File: config.mk
export PLATFORM = sky130hd
export DESIGN_NAME = dbi_decoder
export DESIGN_NICKNAME = d
export VERILOG_FILES = /design/src/rtl/dbi_pkg.sv /design/src/rtl/dbi_skid_buf.sv /design/src/rtl/dbi_decoder.sv
export SDC_FILE = /design/constraint.sdc
export NUM_CORES = 1
export LEC_CHECK = 0
export ABC_AREA = 1
export ABC_CLOCK_PERIOD_IN_PS = 4900
export CELL_PAD_IN_SITES_DETAIL_PLACEMENT = 0
export CELL_PAD_IN_SITES_GLOBAL_PLACEMENT = 2
export CORE_MARGIN = 1.5
export CORE_UTILIZATION = 32
export DETAILED_ROUTE_END_ITERATION = 16
export PLACE_DENSITY_LB_ADDON = 0.12
export SYNTH_ARGS = -nofsm -noshare
export SYNTH_HDL_FRONTEND = slang
export SYNTH_SLANG_ARGS = --single-unit
File: constraint.sdc
create_clock -name clk -period 4.9 [get_ports clk]
set_input_delay 0.98 -clock clk [delete_from_list [all_inputs] [get_ports clk]]
set_output_delay 0.98 -clock clk [all_outputs]
set_load 0.005 [all_outputs]
File: src/rtl/dbi_pkg.sv
// -----------------------------------------------------------------------------
// dbi_pkg
// Shared definitions for the DBI-DC transmit encoder and receive decoder.
//   DBI_DATA_W     default data word width
//   DBI_THRESHOLD  most zeros a legal wire word may carry (DBI_DATA_W/2)
//   DBI_MAX_W      widest word count_zeros can inspect
//   occ_e          occupancy states of the 2-entry stream buffer
//   count_zeros()  number of zero bits in the low 'width' bits of a word
// -----------------------------------------------------------------------------
package dbi_pkg;

  localparam int unsigned DBI_DATA_W    = 8;
  localparam int unsigned DBI_THRESHOLD = DBI_DATA_W / 2;
  localparam int unsigned DBI_MAX_W     = 64;

  typedef enum logic [1:0] {
    OCC_EMPTY = 2'd0,
    OCC_ONE   = 2'd1,
    OCC_FULL  = 2'd2
  } occ_e;

  // Bits above 'width' are ignored so callers can zero-extend narrower words.
  function automatic int unsigned count_zeros(input logic [DBI_MAX_W-1:0] word,
                                              input int unsigned width);
    int unsigned zeros;
    zeros = 0;
    for (int unsigned i = 0; i < DBI_MAX_W; i++) begin
      if (i < width && !word[i]) zeros++;
    end
    return zeros;
  endfunction

endpackage

File: src/rtl/dbi_skid_buf.sv
// -----------------------------------------------------------------------------
// dbi_skid_buf
// Generic 2-entry in-order valid/ready buffer. A single entry sustains full
// throughput; the second entry absorbs one word of downstream backpressure
// so that in_ready can be a register.
// Ports:
//   clk, rst_n             clock, asynchronous active-low reset
//   in_valid/in_ready      upstream handshake (in_ready registered)
//   in_data [WIDTH]        word to store
//   out_valid/out_ready    downstream handshake
//   out_data [WIDTH]       head entry (registered)
// -----------------------------------------------------------------------------
module dbi_skid_buf
  import dbi_pkg::*;
#(
  parameter int unsigned WIDTH = DBI_DATA_W
) (
  input  logic             clk,
  input  logic             rst_n,
  input  logic             in_valid,
  output logic             in_ready,
  input  logic [WIDTH-1:0] in_data,
  output logic             out_valid,
  input  logic             out_ready,
  output logic [WIDTH-1:0] out_data
);

  occ_e             state;
  occ_e             state_next;
  logic [WIDTH-1:0] head;
  logic [WIDTH-1:0] tail;
  logic             ready_q;
  logic             push;
  logic             pop;

  assign push     = in_valid & ready_q;
  assign pop      = out_valid & out_ready;
  assign in_ready = ready_q;
  assign out_data = head;

  // Occupancy state register.
  always_ff @(posedge clk or negedge rst_n) begin
    if (!rst_n) state <= OCC_EMPTY;
    else        state <= state_next;
  end

  // Occupancy transitions; FULL never sees a push because in_ready is low.
  always_comb begin
    state_next = state;
    case (state)
      OCC_EMPTY: if (push) state_next = OCC_ONE;
      OCC_ONE: begin
        if (push && !pop)      state_next = OCC_FULL;
        else if (!push && pop) state_next = OCC_EMPTY;
      end
      OCC_FULL:  if (pop) state_next = OCC_ONE;
      default:   state_next = OCC_EMPTY;
    endcase
  end

  // Output decode of the occupancy state.
  always_comb begin
    out_valid = (state != OCC_EMPTY);
  end

  // in_ready is looked ahead from the next occupancy so it can be registered.
  always_ff @(posedge clk or negedge rst_n) begin
    if (!rst_n) ready_q <= 1'b1;
    else        ready_q <= (state_next != OCC_FULL);
  end

  // Entry storage: head is what downstream sees, tail is the overflow slot.
  // Head only changes on a push into an empty/draining buffer or on a pop,
  // so it stays stable while downstream stalls.
  always_ff @(posedge clk or negedge rst_n) begin
    if (!rst_n) begin
      head <= '0;
      tail <= '0;
    end else begin
      case (state)
        OCC_EMPTY: if (push) head <= in_data;
        OCC_ONE: begin
          if (push && pop) head <= in_data;
          else if (push)   tail <= in_data;
        end
        OCC_FULL:  if (pop) head <= tail;
        default: ;
      endcase
    end
  end

endmodule

File: src/rtl/dbi_decoder.sv
// -----------------------------------------------------------------------------
// dbi_decoder
// Receive side of the DBI-DC link: undoes the data inversion, forwards the
// restored word through a 2-entry valid/ready buffer, and monitors the link.
// DATA_W must be even, >= 2 and no wider than DBI_MAX_W.
// Ports:
//   clk, rst_n            clock, asynchronous active-low reset
//   in_valid/in_ready     upstream handshake (in_ready registered)
//   in_data [DATA_W]      wire data as received
//   in_dbi                1 = wire data was inverted by the transmitter
//   out_valid/out_ready   downstream handshake
//   out_data [DATA_W]     decoded data (registered)
//   err                   sticky: an accepted wire word had too many zeros
//   inv_cnt [CNT_W]       saturating count of accepted inverted words
//   clr                   synchronous clear of err and inv_cnt
// -----------------------------------------------------------------------------
module dbi_decoder
  import dbi_pkg::*;
#(
  parameter int unsigned DATA_W = DBI_DATA_W,
  parameter int unsigned CNT_W  = 16
) (
  input  logic              clk,
  input  logic              rst_n,
  input  logic              in_valid,
  output logic              in_ready,
  input  logic [DATA_W-1:0] in_data,
  input  logic              in_dbi,
  output logic              out_valid,
  input  logic              out_ready,
  output logic [DATA_W-1:0] out_data,
  output logic              err,
  output logic [CNT_W-1:0]  inv_cnt,
  input  logic              clr
);

  localparam int unsigned THRESHOLD = DATA_W / 2;

  logic [DATA_W-1:0] decoded;
  logic              accept;
  logic              violation;

  // The buffer stores already-decoded words.
  assign decoded = in_dbi ? ~in_data : in_data;
  assign accept  = in_valid & in_ready;

  // DBI-DC guarantees at most half the wire bits are zero, whatever in_dbi says.
  assign violation = accept &&
                     (count_zeros(DBI_MAX_W'(in_data), DATA_W) > THRESHOLD);

  dbi_skid_buf #(
    .WIDTH(DATA_W)
  ) u_buf (
    .clk      (clk),
    .rst_n    (rst_n),
    .in_valid (in_valid),
    .in_ready (in_ready),
    .in_data  (decoded),
    .out_valid(out_valid),
    .out_ready(out_ready),
    .out_data (out_data)
  );

  // Sticky error: a violation in the same cycle as clr takes priority.
  always_ff @(posedge clk or negedge rst_n) begin
    if (!rst_n)         err <= 1'b0;
    else if (violation) err <= 1'b1;
    else if (clr)       err <= 1'b0;
  end

  // Inverted-word counter: clr beats a simultaneous increment, saturates high.
  always_ff @(posedge clk or negedge rst_n) begin
    if (!rst_n)
      inv_cnt <= '0;
    else if (clr)
      inv_cnt <= '0;
    else if (accept && in_dbi && (inv_cnt != {CNT_W{1'b1}}))
      inv_cnt <= inv_cnt + 1'b1;
  end

endmodule

; Yosys cells after proc, flatten, opt, wreduce, memory -nomap -nowiden
; Cells that the tools add are included.
; W data, S select, Z words.
[word_totals]
regBits = 36
input_bits = 14
output_inout_bits = 27
elab_cells = 63
[op_classes]
n_bitwise = 4
mux = 22
eq_ne = 7
order_cmp = 1
reduce_logical = 15
addsub = 8
[ops]
columns = cell, count
row1 = $mux W32, 7
row2 = $add A32 B1 Y32 const B, 6
row3 = $gt A32 B3 Y1 const B, 1
row4 = $mux W16, 2
row5 = $mux W8, 4
row6 = $pmux W8 S3, 1
row7 = $add A16 B1 Y16 const B, 1
row8 = $ne A16 B16 Y1 const B, 1
row9 = $mux W2, 4
row10 = $not A8 Y8, 1
row11 = $logic_and A1 B1 Y1, 6
row12 = $pmux W2 S3, 1
row13 = $reduce_bool A2 Y1, 3
row14 = $ne A2 B1 Y1 const B, 2
row15 = $ne A2 B2 Y1 const B, 2
row16 = $reduce_and A4 Y1, 1
row17 = $mux W1, 3
row18 = $reduce_and A3 Y1, 1
row19 = $reduce_bool A3 Y1, 1
row20 = $add A1 B1 Y2 const B, 1
row21 = $and A1 B1 Y1, 2
row22 = $eq A2 B1 Y1 const B, 1
row23 = $eq A2 B2 Y1 const B, 1
row24 = $logic_not A1 Y1, 2
row25 = other kinds (2), 2

; Longest topological paths before layout
[depth]
depth_word = 18
mapped_depth = 29
mapped_depth_nobuf = 29

; By module
; A second synthesis with hierarchy kept.
[hier_totals]
cells_unflattened = 357
hier_area_um2 = 2618.8
[modules_own_cells]
columns = mod, cells_per_inst, area_per_inst_um2, instances, seq_area_each_um2
row1 = dbi_decoder, 247, 1654.1, 1, 425.4
row2 = dbi_skid_buf, 110, 964.7, 1, 476.7

; Worst setup path after synthesis
; No wires, ideal clock.
[synth_path]
path_type = input to register
startpoint = input port in_data[0]
endpoint = register err
slack_ns = 0.903
t_arrival_ns = 3.880
t_required_ns = 4.784
setup_ns = 0.116
path_buffers = 0
path_stages = 28
cell_sequence = inv_1 > ha_1 > inv_1 > nand2_1 > nand2_2 > inv_2 > nand2_1 > nand3_1 > nand2_1 > inv_1 > ha_1 > nand2_1 > nand2_2 > ha_1 > nand2_1 > nand2_1 > ha_1 > nand2_1 > nand2_1 > ha_1 > inv_1 > nand4_1 > nand3_1 > nor2_1 > nor2_1 > nand2_1 > nand2_1 > nand2_1
[synth_via]
elab_chain_len = 18
word_cells_on_any_way = 19
cone_classes = add/sub: 7 / order compare: 1 / mux: 9 / reduce/logical: 2
[synth_lines]
columns = element, line
row1 = from (decl), dbi_decoder.sv:27  ; input logic [DATA_W-1:0] in_data,
row2 = $mux W1 (*), dbi_pkg.sv:28  ; if (i < width && !word[i]) zeros++;
row3 = $add A1 B1 Y2, dbi_pkg.sv:28
row4 = $mux W32 (*), dbi_pkg.sv:28
row5 = $add A32 B1 Y32, dbi_pkg.sv:28
row6 = $mux W32 (*), dbi_pkg.sv:28
row7 = $add A32 B1 Y32, dbi_pkg.sv:28
row8 = $mux W32 (*), dbi_pkg.sv:28
row9 = $add A32 B1 Y32, dbi_pkg.sv:28
row10 = (+2 left out), --
row11 = $mux W32 (*), dbi_pkg.sv:28
row12 = $add A32 B1 Y32, dbi_pkg.sv:28
row13 = $mux W32 (*), dbi_pkg.sv:28
row14 = $add A32 B1 Y32, dbi_pkg.sv:28
row15 = $mux W32 (*), dbi_pkg.sv:28
row16 = $gt A32 B3 Y1 (*), dbi_decoder.sv:49  ; (count_zeros(DBI_MAX_W'(in_data), DATA_W) > THRESHOLD);
row17 = $logic_and A1 B1 Y1 (*), dbi_decoder.sv:48  ; assign violation = accept &&
row18 = $mux W1 or $reduce_bool A2 Y1 (tied branches), --
row19 = to (signal assigned), dbi_decoder.sv:66  ; if (!rst_n) err <= 1'b0;
row20 = to (signal assigned), dbi_decoder.sv:67  ; else if (violation) err <= 1'b1;
row21 = to (signal assigned), dbi_decoder.sv:68  ; else if (clr) err <= 1'b0;
row22 = to (decl), dbi_decoder.sv:32  ; output logic err,
; Mark *: on every way between the ends. The rest lies on a longest branch, timed or not.
; A chain may end at the register's enable or synchronous reset.

; Final worst setup path
; Same ends and word-level chain as after synthesis.

==> impl_metrics.csv <==
group,metric,value,unit
run_status,outcome,"finished, final reports clean",
floorplanning,fp.dieH,88.5,µm
floorplanning,initial_core_util,33.7,%
detailed_routing,wl_per_cell,11.5,µm
global_routing,grt_max_degree,37,
layout,regArea,902,µm²
logic_synthesis,yosysTopAreaCell,"dfrtp_1",
detailed_routing,drtPass1Iterations,4,
sta,worstMarginPinSlew,928,ps
global_routing,grt_pass1_wl,9.21,mm
layout,fillers,733,
hold_path,worstHoldStart,"err$_DFFE_PN0P_",
setup_path,slowest_stage,"clkdlybuf4s50_1",
global_routing,grt-ovfl-total,0,
sta,clock.fmax,0.228,GHz
floorplanning,die_area,7830,µm²
setup_path,cp-end-kind,"flip-flop",
logic_synthesis,synth_top_family_by_area,"simple AND/OR/NAND/NOR gates",
logic_synthesis,syn-cell-area,2340,µm²
sta,setup_viol,0,
logic_synthesis,synthAdderAreaFrac,4.82,%
sta,period_minus_slack,4390,ps
place,place_hpwl,4.00,mm
clock_network,worstSkewPairLatency,280,ps
pwr,power,1.01,mW
setup_path,crit_required,5080,ps
flow_run,cap_violations,0,
layout,layout_common_cells,"nand2_1 (70), inv_1 (47), clkdlybuf4s50_1 (38), dfrtp_1 (35), nor2_1 (31)",
pwr,ir_worst_vdd,0.105,mV
layout,final_common_cell,"nand2_1",
logic_synthesis,synth_compound_area_share,9.05,%
clock_network,root_buffer,"clkbuf_8",
detailed_routing,routed_wl,5.22,mm
floorplanning,chipWidth,88.5,µm
place,gp_congestion,0.743,
logic_synthesis,syn_inst,313,
logic_synthesis,synth_top_area_share,37.5,%
detailed_routing,vias,2105,
sta,relSlewSlack,37.9,%
setup_path,worstPathMaxFanout,4,
layout,drive_above_1_share,11.7,%
clock_network,cts_tree,"yes",
setup_path,worstPathArrival,4570,ps
logic_synthesis,async_flop_share,100,%
place,io_buffer_count,40,
logic_synthesis,synth_area_leaders,"dfrtp_1 (37%), nand2_1 (11%), inv_1 (7.5%), nand3_1 (5.1%), nor2_1 (5.0%)",
sta,hold_viol_final,0,
floorplanning,io_pins,41,
detailed_routing,remaining_drc_errors,0,
layout,nNetsFinal,380,
logic_synthesis,ys.warnings.count,0,
layout,area_growth,26.1,%
sta,fin_crit_sh,89.6,%
setup_path,startpoint_type,"input port",
setup_path,reg2reg_slack,2840,ps
clock_network,clk_pin_slew_worst_paths,70,ps
clock_network,clock_path_buffers,2,
logic_synthesis,ys_seq_area_share,38.6,%
logic_synthesis,syn_avg_cell_area,7.47,µm²
sta,setup_tns,0,ps
logic_synthesis,synth_ff_type,"dfrtp_1",
pwr,power_density,344,nW/µm²
pwr,power.leakage,1.42,nW
global_routing,antenna_found_initial,0,
floorplanning,core_area,6940,µm²
detailed_routing,drt_iter0_drc,66,
layout,diodes,0,
logic_synthesis,ys_ff_latch,36,
global_routing,grt_usage,15.1,%
clock_network,clock-sinks,36,
logic_synthesis,synth-edff-count,0,
hold_path,min_path_type,"flip-flop to flip-flop",
sta,skew,2.74,ps
clock_network,cts_max_level,2,
setup_path,cp_common_cell,"nand2_1",
logic_synthesis,synth-simple-area-share,31.2,%
setup_path,path_class,"input port to flip-flop",
floorplanning,rows,30,
layout,multi_input_area,1220,µm²
detailed_routing,drtAntennaViolNets,0,
clock_network,numCtsBuffers,5,
global_routing,grt_pass1_vias,2030,
setup_path,slowest_delay,470,ps
setup_path,timing.rr.start,"inv_cnt[0]$_DFFE_PN0P_",
sta,rsz0062_at_grt,"false",
logic_synthesis,synth_fp_nets,336,
setup_path,startpoint,"in_data[0]",
logic_synthesis,synth_xor_xnor_area_share,3.37,%
logic_synthesis,synth_mux_area_share,3.85,%
detailed_routing,viasPerCell,4.64,
sta,drv_slew,0,
logic_synthesis,synth_cell_types,30,
routing by layer:
metal	vias to the layer above	global-route usage (%)	share of wire (%)
li1	1104	-	-
met1	951	19.4	48
met2	46	25.7	47
met3	4	2.05	3.5
met4	0	5.54	1.2
met5	-	0	0
registers in the layout (all words and copies together) (netlist names):
| register | cells |
|---|---|
| u_buf.out_data | 8 |
| u_buf.state | 2 |
| err | 1 |
| inv_cnt | 16 |
| u_buf.in_ready | 1 |
| u_buf.tail | 8 |
critical path, delay by kind of cell:
kind	cells	cell delay, ps
simple gates	18	1340
fa+ha+maj	5	1490
buf+inv	6	730
synthesized netlist by cell type (6+ instances only):
master and n:
mux2_2 8, dfrtp_1 35, nand2_1 71, a31oi_1 9
nor2_1 31, nand3_1 24, inv_1 47, nand4_1 6
nand2_2 10, xor2_1 9, nor3_1 9, ha_1 9
a21oi_1 10, o21ai_0 11
cell families after synthesis:
group,Yosys count
flip-flops,36
adder cells (fa/ha/maj),9
buffers and inverters,54
multiplexers,8
AO/OA/AOI/OAI,36
XOR/XNOR,9
AND/OR/NAND/NOR,161
area by class of cell:
| cell class | count | area share [%] |
|---|---|---|
| clock buffers | 6 | 2.46 |
| well taps | 96 | 4.07 |
| clock inverters | 2 | 1.19 |
| inverters | 50 | 6.37 |
| multi-input cells | 223 | 41.6 |
| repair buffers | 41 | 13.8 |
| flip-flops and latches | 36 | 30.6 |
timing repair:
item                       in CTS  in global routing
setup endpoints to repair       0                  1
resized for setup               0                  2
hold buffers                    0                  0
setup buffers                   0                  0
stage by stage:
step	utilization (%)	setup slack, ps	hold slack, ps	instances	cell area, µm²
floorplan	-	903	472	313	2340
global placement	40.8	149	470	446	2840
detailed placement	40.8	101	474	446	2840
CTS	42.4	390	493	454	2940
global route	42.5	62.4	528	454	2950
finish	42.5	510	484	454	2950
worst paths after layout:
kind,end,cells after the start
setup / recovery,err$_DFFE_PN0P_,29
hold / removal,err$_DFFE_PN0P_,2
setup reg to reg,inv_cnt[14]$_DFFE_PN0P_,11
hold reg to reg,err$_DFFE_PN0P_,2
max in group asynchronous,inv_cnt[0]$_DFFE_PN0P_,1
min in group asynchronous,u_buf.state[0]$_DFF_PN0_,1
where the power goes:
part	leakage, nW	internal, mW	switching [mW]	total (mW)
Combinational	0.911	0.173	0.164	0.336
Clock	0.0552	0.151	0.108	0.259
Sequential	0.455	0.374	0.0446	0.419
(Power assumes the default switching activity.)
